**src/rtl/result_uart_tx.sv**
```systemverilog
// UART 8N1 transmitter for multiply results: takes one DATA_BYTES-wide word per
// valid/ready handshake and shifts it out LSB byte first, LSB bit first, on tx.
module result_uart_tx #(
  parameter int CLKS_PER_BIT = 87,
  parameter int DATA_BYTES   = 2
) (
  input  logic                    clk,
  input  logic                    rst,
  input  logic [8*DATA_BYTES-1:0] data_in,
  input  logic                    valid_in,
  output logic                    ready_out,
  output logic                    tx,
  output logic                    busy,
  output logic                    done
);

  localparam int BAUD_W = $clog2(CLKS_PER_BIT);
  localparam int BYTE_W = (DATA_BYTES > 1) ? $clog2(DATA_BYTES) : 1;
  localparam logic [BAUD_W-1:0] BAUD_LAST = BAUD_W'(CLKS_PER_BIT - 1);
  localparam logic [BYTE_W-1:0] BYTE_LAST = BYTE_W'(DATA_BYTES - 1);

  localparam logic [1:0] S_IDLE  = 2'd0;
  localparam logic [1:0] S_START = 2'd1;
  localparam logic [1:0] S_DATA  = 2'd2;
  localparam logic [1:0] S_STOP  = 2'd3;

  logic [1:0]              state_q,   state_d;
  logic [BAUD_W-1:0]       baudCnt_q, baudCnt_d;
  logic [2:0]              bitCnt_q,  bitCnt_d;
  logic [BYTE_W-1:0]       byteCnt_q, byteCnt_d;
  logic [8*DATA_BYTES-1:0] shift_q,   shift_d;
  logic                    tx_q,      tx_d;
  logic                    busy_q,    busy_d;
  logic                    done_q,    done_d;
  logic                    baudWrap;

  assign baudWrap = (baudCnt_q == BAUD_LAST);

  // The shift register moves one place per data bit, so after eight shifts the
  // next byte of the word already sits in the low byte for the following frame.
  always_comb begin
    state_d   = state_q;
    baudCnt_d = baudCnt_q;
    bitCnt_d  = bitCnt_q;
    byteCnt_d = byteCnt_q;
    shift_d   = shift_q;
    tx_d      = tx_q;
    busy_d    = busy_q;
    done_d    = 1'b0;

    case (state_q)
      S_IDLE: begin
        baudCnt_d = '0;
        if (valid_in && !busy_q) begin
          shift_d   = data_in;
          tx_d      = 1'b0;
          busy_d    = 1'b1;
          bitCnt_d  = '0;
          byteCnt_d = '0;
          state_d   = S_START;
        end
      end
      S_START: begin
        if (baudWrap) begin
          baudCnt_d = '0;
          bitCnt_d  = '0;
          tx_d      = shift_q[0];
          state_d   = S_DATA;
        end else begin
          baudCnt_d = baudCnt_q + 1'b1;
        end
      end
      S_DATA: begin
        if (baudWrap) begin
          baudCnt_d = '0;
          shift_d   = shift_q >> 1;
          if (bitCnt_q == 3'd7) begin
            tx_d    = 1'b1;
            state_d = S_STOP;
          end else begin
            bitCnt_d = bitCnt_q + 3'd1;
            tx_d     = shift_q[1];
          end
        end else begin
          baudCnt_d = baudCnt_q + 1'b1;
        end
      end
      S_STOP: begin
        if (baudWrap) begin
          baudCnt_d = '0;
          if (byteCnt_q == BYTE_LAST) begin
            busy_d  = 1'b0;
            done_d  = 1'b1;
            state_d = S_IDLE;
          end else begin
            byteCnt_d = byteCnt_q + 1'b1;
            tx_d      = 1'b0;
            state_d   = S_START;
          end
        end else begin
          baudCnt_d = baudCnt_q + 1'b1;
        end
      end
      default: state_d = S_IDLE;
    endcase
  end

  always_ff @(posedge clk) begin
    if (rst) begin
      state_q   <= S_IDLE;
      baudCnt_q <= '0;
      bitCnt_q  <= '0;
      byteCnt_q <= '0;
      shift_q   <= '0;
      tx_q      <= 1'b1;
      busy_q    <= 1'b0;
      done_q    <= 1'b0;
    end else begin
      state_q   <= state_d;
      baudCnt_q <= baudCnt_d;
      bitCnt_q  <= bitCnt_d;
      byteCnt_q <= byteCnt_d;
      shift_q   <= shift_d;
      tx_q      <= tx_d;
      busy_q    <= busy_d;
      done_q    <= done_d;
    end
  end

  assign tx        = tx_q;
  assign busy      = busy_q;
  assign done      = done_q;
  assign ready_out = !busy_q;

endmodule

```
**config.mk**
```make
export PLATFORM = sky130hd
export DESIGN_NAME = result_uart_tx
export DESIGN_NICKNAME = d
export VERILOG_FILES = /design/src/rtl/result_uart_tx.sv
export SDC_FILE = /design/constraint.sdc
export NUM_CORES = 1
export LEC_CHECK = 0
export ABC_AREA = 1
export CORE_ASPECT_RATIO = 0.6
export CORE_MARGIN = 2
export CORE_UTILIZATION = 50
export CTS_CLUSTER_DIAMETER = 120
export DETAILED_ROUTE_END_ITERATION = 7
export PLACE_DENSITY = 0.73
export SYNTH_ARGS = -nofsm -noshare
export SYNTH_HDL_FRONTEND = slang
export SYNTH_SLANG_ARGS = --single-unit
```
**constraint.sdc**
```tcl
create_clock -name clk -period 2.1 [get_ports clk]
set_input_delay 0.315 -clock clk [delete_from_list [all_inputs] [get_ports clk]]
set_output_delay 0.315 -clock clk [all_outputs]
set_load 0.02 [all_outputs]
```
### Word-level counts from Yosys, hierarchy flattened

Cells that the tools add are included.

| word-level totals | value |
|---|---|
| bits in registers | 32 |
| bits of input ports | 19 |
| output and inout bits | 4 |
| word-level logic and storage cells | 72 |

| operators by class | value |
|---|---|
| add/subtract/negate cells | 3 |
| equality and inequality tests | 13 |
| mux-type cells | 32 |
| bitwise gates (word level) | 2 |
| reductions and logical operators | 14 |

Operator list:

| operator | number |
|---|---|
| 2-to-1 mux 16 bit | 2 |
| case mux 16 bit (2 select lines) | 1 |
| != test 2 bit, second input constant | 8 |
| AND reduction 5 bit | 3 |
| case mux 7 bit (2 select lines) | 1 |
| 2-to-1 mux 1 bit | 13 |
| 2-to-1 mux 3 bit | 4 |
| 2-to-1 mux 2 bit | 5 |
| case mux 3 bit (3 select lines) | 1 |
| case mux 2 bit (4 select lines) | 1 |
| adder 7 x 1 -> 7 bit, second input constant | 1 |
| equality test 7 bit, second input constant | 1 |
| 2-to-1 mux 7 bit | 1 |
| AND reduction 3 bit | 2 |
| OR reduction 3 bit | 2 |
| equality test 2 bit, second input constant | 2 |
| case mux 1 bit (2 select lines) | 2 |
| case mux 1 bit (4 select lines) | 1 |
| AND reduction 4 bit | 1 |
| nonzero test 2 bit | 2 |
| adder 3 x 1 -> 3 bit, second input constant | 1 |
| equality test 3 bit, second input constant | 1 |
| nonzero test 3 bit | 1 |
| equality test 2 x 1 -> 1 bit, second input constant | 1 |
| other kinds (5) | 6 |

### Longest topological paths before layout

| depth | value |
|---|---|
| depth in word-level cells | 4 |
| mapped depth | 10 |
| mapped depth without buffers | 10 |

### Least setup slack after synthesis

No wires, ideal clock.

| path | value |
|---|---|
| path type | register to register |
| start point | register state_q[0] |
| end point | register shift_q[1] |
| library setup time | 0.115 ns |
| arrival | 1.376 ns |
| required time | 1.985 ns |
| slack | 0.609 ns |
| stages on the path, launching flop included | 10 |
| buffers on the path | 1 |
| period minus slack after synthesis | 1.491 ns |
| cell sequence | dfxtp_1 > inv_1 > ha_1 > nand2_2 > inv_2 > a21oi_4 > buf_2 > nand3_1 > nand2_1 > nor2_1 |

| between the ends | value |
|---|---|
| longest elaborated chain between the ends | 3 |
| elaborated cells on any way between the ends | 7 |
| classes of those cells | 3 x eq/ne; 1 x mux; 3 x reduce/logical |

RTL lines:

| item | RTL line | text |
|---|---|---|
| start, declared | 27 | `logic [1:0] state_q, state_d;` |
| start signal, assigned | 119 | `state_q <= state_d;` |
| equality test 2 bit / logical NOT 2 bit (equally long branches) | 51 | `case (state_q)` |
| != test 2 bit (no line) / nonzero test 2 bit (equally long branches) | n/a |  |
| AND reduction 3 bit (no line) | n/a |  |
| end signal, assigned | 123 | `shift_q <= shift_d;` |
| end, declared | 31 | `logic [8*DATA_BYTES-1:0] shift_q, shift_d;` |

Parallel ways exist; a longest one is shown, timed or not.
A chain may end at the register's enable or synchronous reset.

### Worst setup path after layout

| path | value |
|---|---|
| start point | register state_q[0] |
| end point | register tx_q (netlist: tx) |

| between the ends | value |
|---|---|
| longest elaborated chain between the ends | 3 |
| elaborated cells on any way between the ends | 11 |
| classes of those cells | 8 x eq/ne; 1 x mux; 2 x reduce/logical |

RTL lines:

| item | RTL line | text |
|---|---|---|
| equality test 2 bit, or another cell as far along | 51 |  |
| != test 2 bit (no line) | n/a |  |
| AND reduction 5 bit (no line) | n/a |  |
| end signal, assigned | 124 | `tx_q <= tx_d;` |
| end, declared | 32 | `logic tx_q, tx_d;` |

Parallel ways exist; a longest one is shown, timed or not.

==> impl_results.md <==
* Status: finished, final reports clean
* CP required at 2280 ps
* FMAX at 596 MHz
* Die area at 0.00402 sq mm
* Slowest cell on the critical path: dfxtp_1
* PD cells at 1280 mW/mm^2
* Number of synthesized register bits at 32
* Delay-heaviest family, CP: simple AND/OR/NAND/NOR gates
* Synth Warn # at 0
* Max H-tree Level at 2
* Drt via density at 4.90
* Worst Setup End Kind: flop
* Latest clock arrival within the worst-skew pair at 290 ps
* Fin nets at 282
* Initial Util at 0.532
* Setup CP Type: flop to flop
* WP data arrival at 1860 ps
* Final WL at 3360 microns
* Max VDD drop at 670 uV
* Chip width at 80.6 microns
* Most frequent CP cell: nand2_1
* Final Max Tran Viols at 0
* Initial DRC Count at 50
* Row cnt at 16
* First-pass GRT wire length at 5690 microns
* Proportion of layout cells with a drive suffix above 1 at 0.105
* Worst path max stage delay at 400 ps
* R2R Setup Slk at 420 ps
* Hold crit path type: flop to flop
* Commonest cells after routing, fill and taps aside: 42 x nand2_1, 33 x nor2_1, 32 x dfxtp_1
* Num CTS Buffers at 5
* Max-cap viol count at 0
* Post-Syn Area per Cell at 7.61 sq um
* Worst-path clk slew at 70 ps
* Non-Filler Instances at 301
* Register area share after synthesis at 0.364
* Sum of negative setup slack at 0 ps
* Netlist cell types at 34
* Post-DRT Antenna Nets at 0
* Number of synthesized flops with an enable pin at 0
* Post-Syn Nets at 258
* Hpwl dp at 2360 microns
* RSZ-0062 raised after global routing: false
* Fin util at 0.632
* Final hold vios at 0
* WL/cell at 11.2 microns
* Post-CTS sizing at 0
* Area grow syn2layout at 18.8%
* Post-synth top flop: dfxtp_1
* Initial DRT Pass Iterations at 4
* Asr flop ratio synth at 0
* DR vias at 1,475
* CP Max Fanout at 7
* Pre-CTS setup slack at 422 ps
* Clk sink count at 32
* Leakage at 0.877 nW
* Global route overflow at 0
* Crit path launch type: flop
* Vias in the first global route at 1,250
* Final WS setup at 422 ps
* Residual DRC count at 0
* GRT Overall Usage at 0.187
* Period utilization at 0.799
* Synthesized area at 0.00176 sq mm
* Clk buf depth at 2
* Dpl cells at 293
* CP cell instances: inv_1 -> ha_1 -> or2_1 -> o21ai_2 -> nand2_1 -> a21oi_1 -> nand2_1
* Die Ht at 49.9 microns
* Worst-Margin Slew at 547 ps
* Number of setup buffers added after CTS at 0
* Core area at 0.00330 sq mm
* Initial antenna violation count at 0
* Diodes inserted at 0
* Pin count of the biggest net entering global routing at 33
* Crit path time final at 1680 ps
* Layout Skew at 3.40 ps
* Most common cell after layout, fill and taps aside: nand2_1
* CTS tree: yes
* Cells after synthesis at 231
* Placer Congestion at 0.852
* Worst Path Buf+Inv at 1
* IO Pins at 23
* Hold_buf cts at 0
* Slew headroom at 0.634
* PortBufs at 22
* Root Buffer: clkbuf_8
* Setup violators final at 0
[metrics by stage]
stage / hold WS (ps) / instance area [sq um] / power [mW]
after CTS: 472 / 2090 / 2.69
after floorplan: 377 / 1760 / 1.96
final: 470 / 2090 / 2.68
after detailed placement: 460 / 2000 / 2.20
after global routing: 492 / 2090 / 2.92
after global placement: 458 / 2000 / 2.18
[path summary, 6_finish.rpt]
kind,startpoint,end,cells after the start
max,state_q[0]$_SDFFE_PP0P_,tx$_SDFFE_PP1P_,7
min,shift_q[15]$_SDFFE_PP0P_,shift_q[15]$_SDFFE_PP0P_,2
max reg2reg,state_q[0]$_SDFFE_PP0P_,tx$_SDFFE_PP1P_,7
min reg2reg,shift_q[15]$_SDFFE_PP0P_,shift_q[15]$_SDFFE_PP0P_,2
[power by group]
group          switching [mW]  total [mW]  internal (mW)
sequential              0.106       0.887          0.781
clock                   0.226       0.493          0.267
combinational           0.751        1.30          0.548
[cells by family (layout without fill, tap and decap cells)]
logic type | after synthesis | in the layout | synth area share
AO/OA/AOI/OAI | 35 | 35 | 0.116
XOR/XNOR | 1 | 1 | 0.00498
adder cells (fa/ha/maj) | 8 | 8 | 0.0569
buffers and inverters | 28 | 53 | 0.0875
flip-flops | 32 | 32 | 0.364
multiplexers | 14 | 14 | 0.0797
AND/OR/NAND/NOR | 113 | 113 | 0.290
[synthesized netlist by cell type, types with 2 or more instances]
cell type,number,area [sq um]
buf_6,2,22.5
buf_2,2,10.0
nand2_2,2,12.5
nand3_1,24,120
ha_1,8,100
buf_4,4,30.0
mux2i_1,14,140
inv_2,6,22.5
nor2_1,33,124
nand2_1,42,158
nand4_1,2,12.5
inv_1,11,41.3
o21ai_0,2,10.0
nor3_1,3,15.0
o211ai_1,2,15.0
a21oi_1,25,125
dfxtp_1,32,641
[final cells by class]
| class | count | area [sq um] |
|---|---|---|
| inverters | 18 | 67.6 |
| clock buffers | 8 | 90.1 |
| multi-input cells | 171 | 963 |
| fillers | 313 | 1210 |
| repair buffers | 27 | 270 |
| flip-flops and latches | 32 | 641 |
| well taps | 45 | 56.3 |
[worst reg2reg max path: cells and delay by family, from the launching register on]
| family | cells | cell delay [ps] |
|---|---|---|
| compound gates | 2 | 340 |
| simple gates | 3 | 420 |
| buf+inv | 1 | 100 |
| fa+ha+maj | 1 | 310 |
| flops | 1 | 400 |
[metal layers]
layer / track usage / vias up / part of all wire
met3: 0.0641 / 8 / 0.039
met4: 0.0763 / 0 / 0.019
met2: 0.253 / 20 / 0.39
li1: - / 816 / -
met5: 0 / - / 0
met1: 0.269 / 631 / 0.55
[flip-flops by register name, indices dropped and copies added, names as in the netlist]
register	flops
done	1
bitCnt_q	3
byteCnt_q	1
tx	1
baudCnt_q	7
busy	1
shift_q	16
state_q	2
No activity file was read; power rests on OpenSTA's default activity.
